**src/rtl/serial_receive_circuit.sv**
```systemverilog
// serial_receive_circuit: UART-style 8-bit receiver (1 start, 8 data LSB first, 1 stop).
// Optional even parity bit before the stop bit when SERIAL_RECV_PARITY_EN is defined.
`default_nettype none

module serial_receive_circuit #(
    parameter int WAIT_COUNT_BASE = 10
) (
    input  logic       CLK,
    input  logic       RST,
    input  logic       DATA_IN,
    output logic [7:0] DATA_OUT,
    output logic       VALID,
    output logic       FRAME_ERR,
    output logic       PARITY_ERR,
    output logic       BUSY
);

    localparam int W  = WAIT_COUNT_BASE;
    localparam int H  = W / 2;
    localparam int CW = $clog2(W);
    localparam logic [CW-1:0] CNT_LAST = CW'(W - 1);
    localparam logic [CW-1:0] CNT_HALF = CW'(H - 1);

`ifdef SERIAL_RECV_PARITY_EN
    typedef enum logic [2:0] {
        S_IDLE   = 3'd0,
        S_START  = 3'd1,
        S_DATA   = 3'd2,
        S_PARITY = 3'd3,
        S_STOP   = 3'd4,
        S_BREAK  = 3'd5
    } state_t;
`else
    typedef enum logic [2:0] {
        S_IDLE   = 3'd0,
        S_START  = 3'd1,
        S_DATA   = 3'd2,
        S_STOP   = 3'd4,
        S_BREAK  = 3'd5
    } state_t;
`endif

    state_t          state_q;
    logic [1:0]      sync_q;
    logic [CW-1:0]   cnt_q;
    logic [2:0]      idx_q;
    logic [7:0]      shift_q;
    logic [7:0]      data_q;
    logic            valid_q;
    logic            ferr_q;
    logic            busy_q;
    logic            rx_s;
    logic            par_bad;

    assign rx_s = sync_q[1];

`ifdef SERIAL_RECV_PARITY_EN
    logic par_q;
    logic perr_q;
    // Even parity: data bits XOR parity bit must be zero.
    assign par_bad    = (^shift_q) != par_q;
    assign PARITY_ERR = perr_q;
`else
    assign par_bad    = 1'b0;
    assign PARITY_ERR = 1'b0;
`endif

    always_ff @(posedge CLK) begin
        if (RST) begin
            sync_q  <= 2'b11;
            state_q <= S_IDLE;
            cnt_q   <= '0;
            idx_q   <= '0;
            shift_q <= '0;
            data_q  <= '0;
            valid_q <= 1'b0;
            ferr_q  <= 1'b0;
            busy_q  <= 1'b0;
`ifdef SERIAL_RECV_PARITY_EN
            par_q   <= 1'b0;
            perr_q  <= 1'b0;
`endif
        end else begin
            sync_q  <= {sync_q[0], DATA_IN};
            valid_q <= 1'b0;
            ferr_q  <= 1'b0;
`ifdef SERIAL_RECV_PARITY_EN
            perr_q  <= 1'b0;
`endif
            case (state_q)
                S_IDLE: begin
                    if (!rx_s) begin
                        state_q <= S_START;
                        cnt_q   <= '0;
                        busy_q  <= 1'b1;
                    end
                end
                S_START: begin
                    if (cnt_q == CNT_HALF) begin
                        cnt_q <= '0;
                        if (rx_s) begin
                            state_q <= S_IDLE;
                            busy_q  <= 1'b0;
                        end else begin
                            state_q <= S_DATA;
                            idx_q   <= '0;
                        end
                    end else begin
                        cnt_q <= cnt_q + 1'b1;
                    end
                end
                S_DATA: begin
                    if (cnt_q == CNT_LAST) begin
                        cnt_q          <= '0;
                        shift_q[idx_q] <= rx_s;
                        if (idx_q == 3'd7) begin
`ifdef SERIAL_RECV_PARITY_EN
                            state_q <= S_PARITY;
`else
                            state_q <= S_STOP;
`endif
                        end else begin
                            idx_q <= idx_q + 3'd1;
                        end
                    end else begin
                        cnt_q <= cnt_q + 1'b1;
                    end
                end
`ifdef SERIAL_RECV_PARITY_EN
                S_PARITY: begin
                    if (cnt_q == CNT_LAST) begin
                        cnt_q   <= '0;
                        par_q   <= rx_s;
                        state_q <= S_STOP;
                    end else begin
                        cnt_q <= cnt_q + 1'b1;
                    end
                end
`endif
                S_STOP: begin
                    if (cnt_q == CNT_LAST) begin
                        cnt_q <= '0;
                        if (rx_s) begin
                            if (par_bad) begin
`ifdef SERIAL_RECV_PARITY_EN
                                perr_q <= 1'b1;
`endif
                            end else begin
                                data_q  <= shift_q;
                                valid_q <= 1'b1;
                            end
                            state_q <= S_IDLE;
                            busy_q  <= 1'b0;
                        end else begin
                            ferr_q  <= 1'b1;
                            state_q <= S_BREAK;
                        end
                    end else begin
                        cnt_q <= cnt_q + 1'b1;
                    end
                end
                S_BREAK: begin
                    // A line stuck low must go high before a new start bit counts.
                    if (rx_s) begin
                        state_q <= S_IDLE;
                        cnt_q   <= '0;
                        busy_q  <= 1'b0;
                    end
                end
                default: begin
                    state_q <= S_IDLE;
                    cnt_q   <= '0;
                    busy_q  <= 1'b0;
                end
            endcase
        end
    end

    assign DATA_OUT  = data_q;
    assign VALID     = valid_q;
    assign FRAME_ERR = ferr_q;
    assign BUSY      = busy_q;

endmodule

`default_nettype wire

```
**config.mk**
```make
export PLATFORM = sky130hd
export DESIGN_NAME = serial_receive_circuit
export DESIGN_NICKNAME = d
export VERILOG_FILES = /design/src/rtl/serial_receive_circuit.sv
export SDC_FILE = /design/constraint.sdc
export NUM_CORES = 1
export LEC_CHECK = 0
export BUFFER_PORTS_ARGS = -buffer_cell sky130_fd_sc_hd__buf_2
export CAP_MARGIN = 0
export CORE_ASPECT_RATIO = 0.5
export CORE_MARGIN = 2
export CORE_UTILIZATION = 50
export DETAILED_ROUTE_END_ITERATION = 8
export PLACE_DENSITY_LB_ADDON = 0.15
export RECOVER_POWER = 50
export SYNTH_ARGS = -nofsm -noshare
export SYNTH_HDL_FRONTEND = slang
export SYNTH_SLANG_ARGS = --single-unit
```
**constraint.sdc**
```tcl
create_clock -name CLK -period 2.97 [get_ports CLK]
set_clock_uncertainty 0.15 [all_clocks]
set_input_delay 0.297 -clock CLK [delete_from_list [all_inputs] [get_ports CLK]]
set_output_delay 0.297 -clock CLK [all_outputs]
set_load 0.005 [all_outputs]
```
# ---- After elaboration in Yosys (flattened, before gate mapping)
# Cells that the tools add are included.
dict set report totals {
  out_inout_bits 12
  in_bits 3
  elab_cells 71
  register_bits 31
}
dict set report classes {
  eq_ne 15
  reduce_logical 11
  add_sub_neg 2
  n_bitwise 3
  muxes 29
  n_lt_le_gt_ge 2
}
# op n
set ops {}
lappend ops {{$mux 3} 11}
lappend ops {{$mux 4} 4}
lappend ops {{$ne 2x2->1 const B} 8}
lappend ops {{$pmux 4 s4} 1}
lappend ops {{$pmux 3 s5} 1}
lappend ops {{$eq 3x3->1 const B} 3}
lappend ops {{$bwmux 8} 1}
lappend ops {{$mux 1} 7}
lappend ops {{$pmux 3 s2} 1}
lappend ops {{$reduce_and 6->1} 1}
lappend ops {{$pmux 1 s5} 1}
lappend ops {{$reduce_and 5->1} 1}
lappend ops {{$add 4x1->4 const B} 1}
lappend ops {{$eq 4x3->1 const B} 1}
lappend ops {{$eq 4x4->1 const B} 1}
lappend ops {{$lt 3x4->1 const B} 1}
lappend ops {{$reduce_and 2->1} 2}
lappend ops {{$reduce_and 4->1} 1}
lappend ops {{$add 3x1->3 const B} 1}
lappend ops {{$demux 1 s3} 1}
lappend ops {{$eq 3x1->1 const B} 1}
lappend ops {{$eq 3x2->1 const B} 1}
lappend ops {{$ge 3x1->1 const B} 1}
lappend ops {{$logic_not 3->1} 1}
lappend ops {{7 further kinds} 9}

# ---- Depth between registers and ports, before layout
dict set report depth {
  ltp_word 5
  mapped_depth 8
}

# ---- Worst setup path after synthesis
# Ideal clock, no wire load.
dict set report synth_timing {
  path_type {reg2reg}
  startpoint {register idx_q[1]}
  endpoint {register idx_q[0]}
  period_less_slack_ps 1852
  path_stages_with_launch 7
  path_buffers 0
  t_arrival_ps 1632
  setup_ps 70
  path_slack_ps 1118
  path_cell_list {dfxtp_1 ha_1 ha_1 nor3b_1 o22ai_1 or4_1 a21oi_1}
}
dict set report synth_between {
  elab_chain_cells 3
}
# element line
set synth_rtl {}
lappend synth_rtl {{start, declared} 46} ;# logic [2:0] idx_q;
lappend synth_rtl {{start signal, assigned} 123} ;# idx_q <= idx_q + 3'd1;
lappend synth_rtl {{$eq 3x3->1} 116} ;# if (idx_q == 3'd7) begin
lappend synth_rtl {{$ne 2x2->1 (no source line)} n/a}
lappend synth_rtl {{$reduce_and 5->1 (no source line)} n/a}
# No other way between the ends.
# A chain may end at the register's enable or synchronous reset.

# ---- Worst setup path in the final report
dict set report layout_timing {
  startpoint {register idx_q[0]}
  endpoint {register idx_q[0]}
}
dict set report layout_between {
  elab_chain_cells 4
}
# element line
set layout_rtl {}
lappend layout_rtl {{$add 3x1->3} 123}
lappend layout_rtl {{$mux 3} 116}
lappend layout_rtl {{$mux 3} 113} ;# if (cnt_q == CNT_LAST) begin
lappend layout_rtl {{$pmux 3 s2} 90} ;# case (state_q)
# Parallel ways exist; a longest one is shown, timed or not. The select of a mux whose other input is x is not followed.

==> metrics.txt <==
status complete, no violations; Primary FF master, synth dfxtp_1; FF+latch area between 600 and 700 µm²; initial antenna violation count 0; Worst-Margin Slew around 1.3 ns; Area Growth Syn to Fin 9.85%; largest net degree at the start of global routing 33; crit path DAT around 2.2 ns; Yosys top cell area share 0.407; Synth warnings 0; Die Width between 80 and 90 µm; Top-Level Pins 15; post-synthesis register bit count 31; area of the multi-input gates between 800 and 900 µm²; Fillers 287; DRC errors left 0; Syn Inst Count 170; Avg Synthesized Cell Area between 8 and 9 µm²; postcts setup bufs 0; max_slew headroom 0.158; All-Layer GR Usage 0.189; unrepaired setup endpoints after global routing no; routed via count about 1,200; Worst Hold Slack ~0.048 ns; GPL Wtd Cong between 0.8 and 0.9; synth cell count leaders dfxtp_1 (31), nor2_1 (26), mux2i_1 (16); Peak VDD IR around 0.00024 V; effective utilization at floorplan 0.515; FMAX between 0.4 and 0.5 GHz; crit-path leading delay family simple AND/OR/NAND/NOR gates; clock sinks 31; ranking of synthesized cells by area dfxtp_1 (41%), mux2i_1 (11%), nor2_1 (6.4%); Post-CTS Resized 0; CP max stage delay 0.49 ns; Power Total about 840 µW; Post-Syn Area about 0.0015 mm²; cts bufs inserted 5; ANT nets after route 0; Netlist cell types 43; CTS tree done; CP Cell Sequence ha_1, ha_1, nor3b_1, o22ai_1, or4_1, a21oi_1; Fin Setup TNS 0 ns; DP HPWL approximately 2000 µm; Lkg Pwr around 0.75 nW; Buf/Inv on CP 0; DR pass1 iterations 5; Wirelength per Cell between 10 and 15 µm; nets 185; cell mode on critical path ha_1; Final Max Slew Viols 0; htree depth 2; CP Capture Type flop; CTS max path bufs 2; hold crit path type in -> reg; clock slew at reported path FFs about 0.060 ns; Async SR Flop Fraction 0; CORE AREA around 0.0030 mm²; CTS root buffer clkbuf_8; Startpoint Class flop; Crit Path Max Fanout 11; sequential share of the synthesized area 0.407; Critical Path RT 3.02 ns; DRT Wirelength ~2900 µm; WS Path Type reg -> reg; GRT overflow 0; Cell Pwr Density between 500 and 600 mW/mm²; syn_nets ~180; 1st-iter DRT viols approximately 60; row count 14; number of global-route vias before repair 1,066; most frequent cell after synthesis dfxtp_1; die area approximately 0.0035 mm²; clock period minus worst slack around 2.1 ns; cell taking the most area after synthesis dfxtp_1; first-pass GRT wire length 4930 µm; Via density ~5.6; Post-synth EDFFs 0; Antenna diodes 0; Max-cap violations 0; part of the cycle the worst path needs 0.723; Hold-fix buffers, CTS 0; PortBufs 13; worst skew pair latency between 0.2 and 0.3 ns; layout cells sized above 1 0.130; Max stage delay cell, worst path or4_1; Die Span Y 43.0 µm; final setup violation count 0; Hold Violations, Final 0
[worst register-to-register path, delay by kind of cell, from the launching register on]
| kind | cells | cell delay (ns) |
|---|---|---|
| and+or+nand+nor | 2 | 0.77 |
| adders and majority gates | 2 | 0.47 |
| AOI/OAI and AO/OA | 2 | 0.29 |
| DFF | 1 | 0.39 |
[logic make-up (layout without fill, tap and decap cells)]
| group | after synthesis | after routing | share of synthesized area |
|---|---|---|---|
| mux | 17 | 17 | 0.112 |
| simple gates | 67 | 67 | 0.252 |
| other cells | 1 | 1 | 0.00246 |
| compound gates | 30 | 30 | 0.126 |
| fa+ha+maj | 5 | 5 | 0.0411 |
| flops | 31 | 31 | 0.407 |
| buf+inv | 19 | 26 | 0.0591 |
[power breakdown]
part	internal, mW	switching, mW
Combinational	0.0108	0.0159
Sequential	0.420	0.00767
Clock	0.245	0.144
Total	0.676	0.168
[state kept, by name, indices dropped and copies added (netlist names)]
register and cells:
BUSY 1, cnt_q 4, idx_q 3, FRAME_ERR 1, VALID 1, state_q 3
shift_q 8, sync_q 2, DATA_OUT 8
[layout make-up]
class / count / area share
inverter: 5 / 0.0112
tap: 40 / 0.0299
timing repair buffer: 14 / 0.0411
clock inverter: 1 / 0.0179
clock buffer: 6 / 0.0433
multi-input combinational: 120 / 0.486
sequential: 31 / 0.371
[metal layers]
metal / part of all wire / GRT usage
met1: 0.54 / 0.261
met5: 0 / 0
met2: 0.41 / 0.268
met4: 0.013 / 0.0733
met3: 0.037 / 0.0660
[metrics by stage]
step | std cells | util | setup slack, ns | cell area (µm²)
2_1_floorplan | 170 | - | 1.12 | 1520
3_3_place_gp | 210 | 0.532 | 0.917 | 1580
3_5_place_dp | 210 | 0.532 | 0.847 | 1580
4_1_cts | 217 | 0.567 | 0.833 | 1680
5_1_grt | 217 | 0.566 | 0.630 | 1670
6_report | 217 | 0.566 | 0.823 | 1670
[placed cells by master, fill, tap and decap left out, types with 2 or more instances in the layout]
cell type	netlist	routed
a2111oi_0	2	2
a211oi_1	3	3
a21o_1	2	2
a21oi_1	9	9
and3b_1	2	2
buf_2	3	10
clkbuf_1	8	4
clkbuf_8	0	5
dfxtp_1	31	31
ha_1	5	5
inv_1	5	5
mux2i_1	16	16
nand2_1	2	2
nand3_1	2	2
nand3b_1	4	4
nand4_1	7	7
nand4b_1	3	3
nor2_1	26	26
nor2b_1	2	2
nor3_1	2	2
nor3b_1	5	5
o21ai_0	6	6
or2_2	2	2
or3b_2	2	2
[final timing paths]
check	to	depth (start not counted)	slack, ns	from
worst max-delay path	idx_q[0]$_SDFFE_PP0P_	6	0.82	idx_q[0]$_SDFFE_PP0P_
worst min-delay path	sync_q[0]$_SDFF_PP1_	2	0.05	DATA_IN
worst max register to register	idx_q[0]$_SDFFE_PP0P_	6	0.82	idx_q[0]$_SDFFE_PP0P_
worst min register to register	sync_q[1]$_SDFF_PP1_	1	0.26	sync_q[0]$_SDFF_PP1_
No activity file was read; power rests on OpenSTA's default activity.
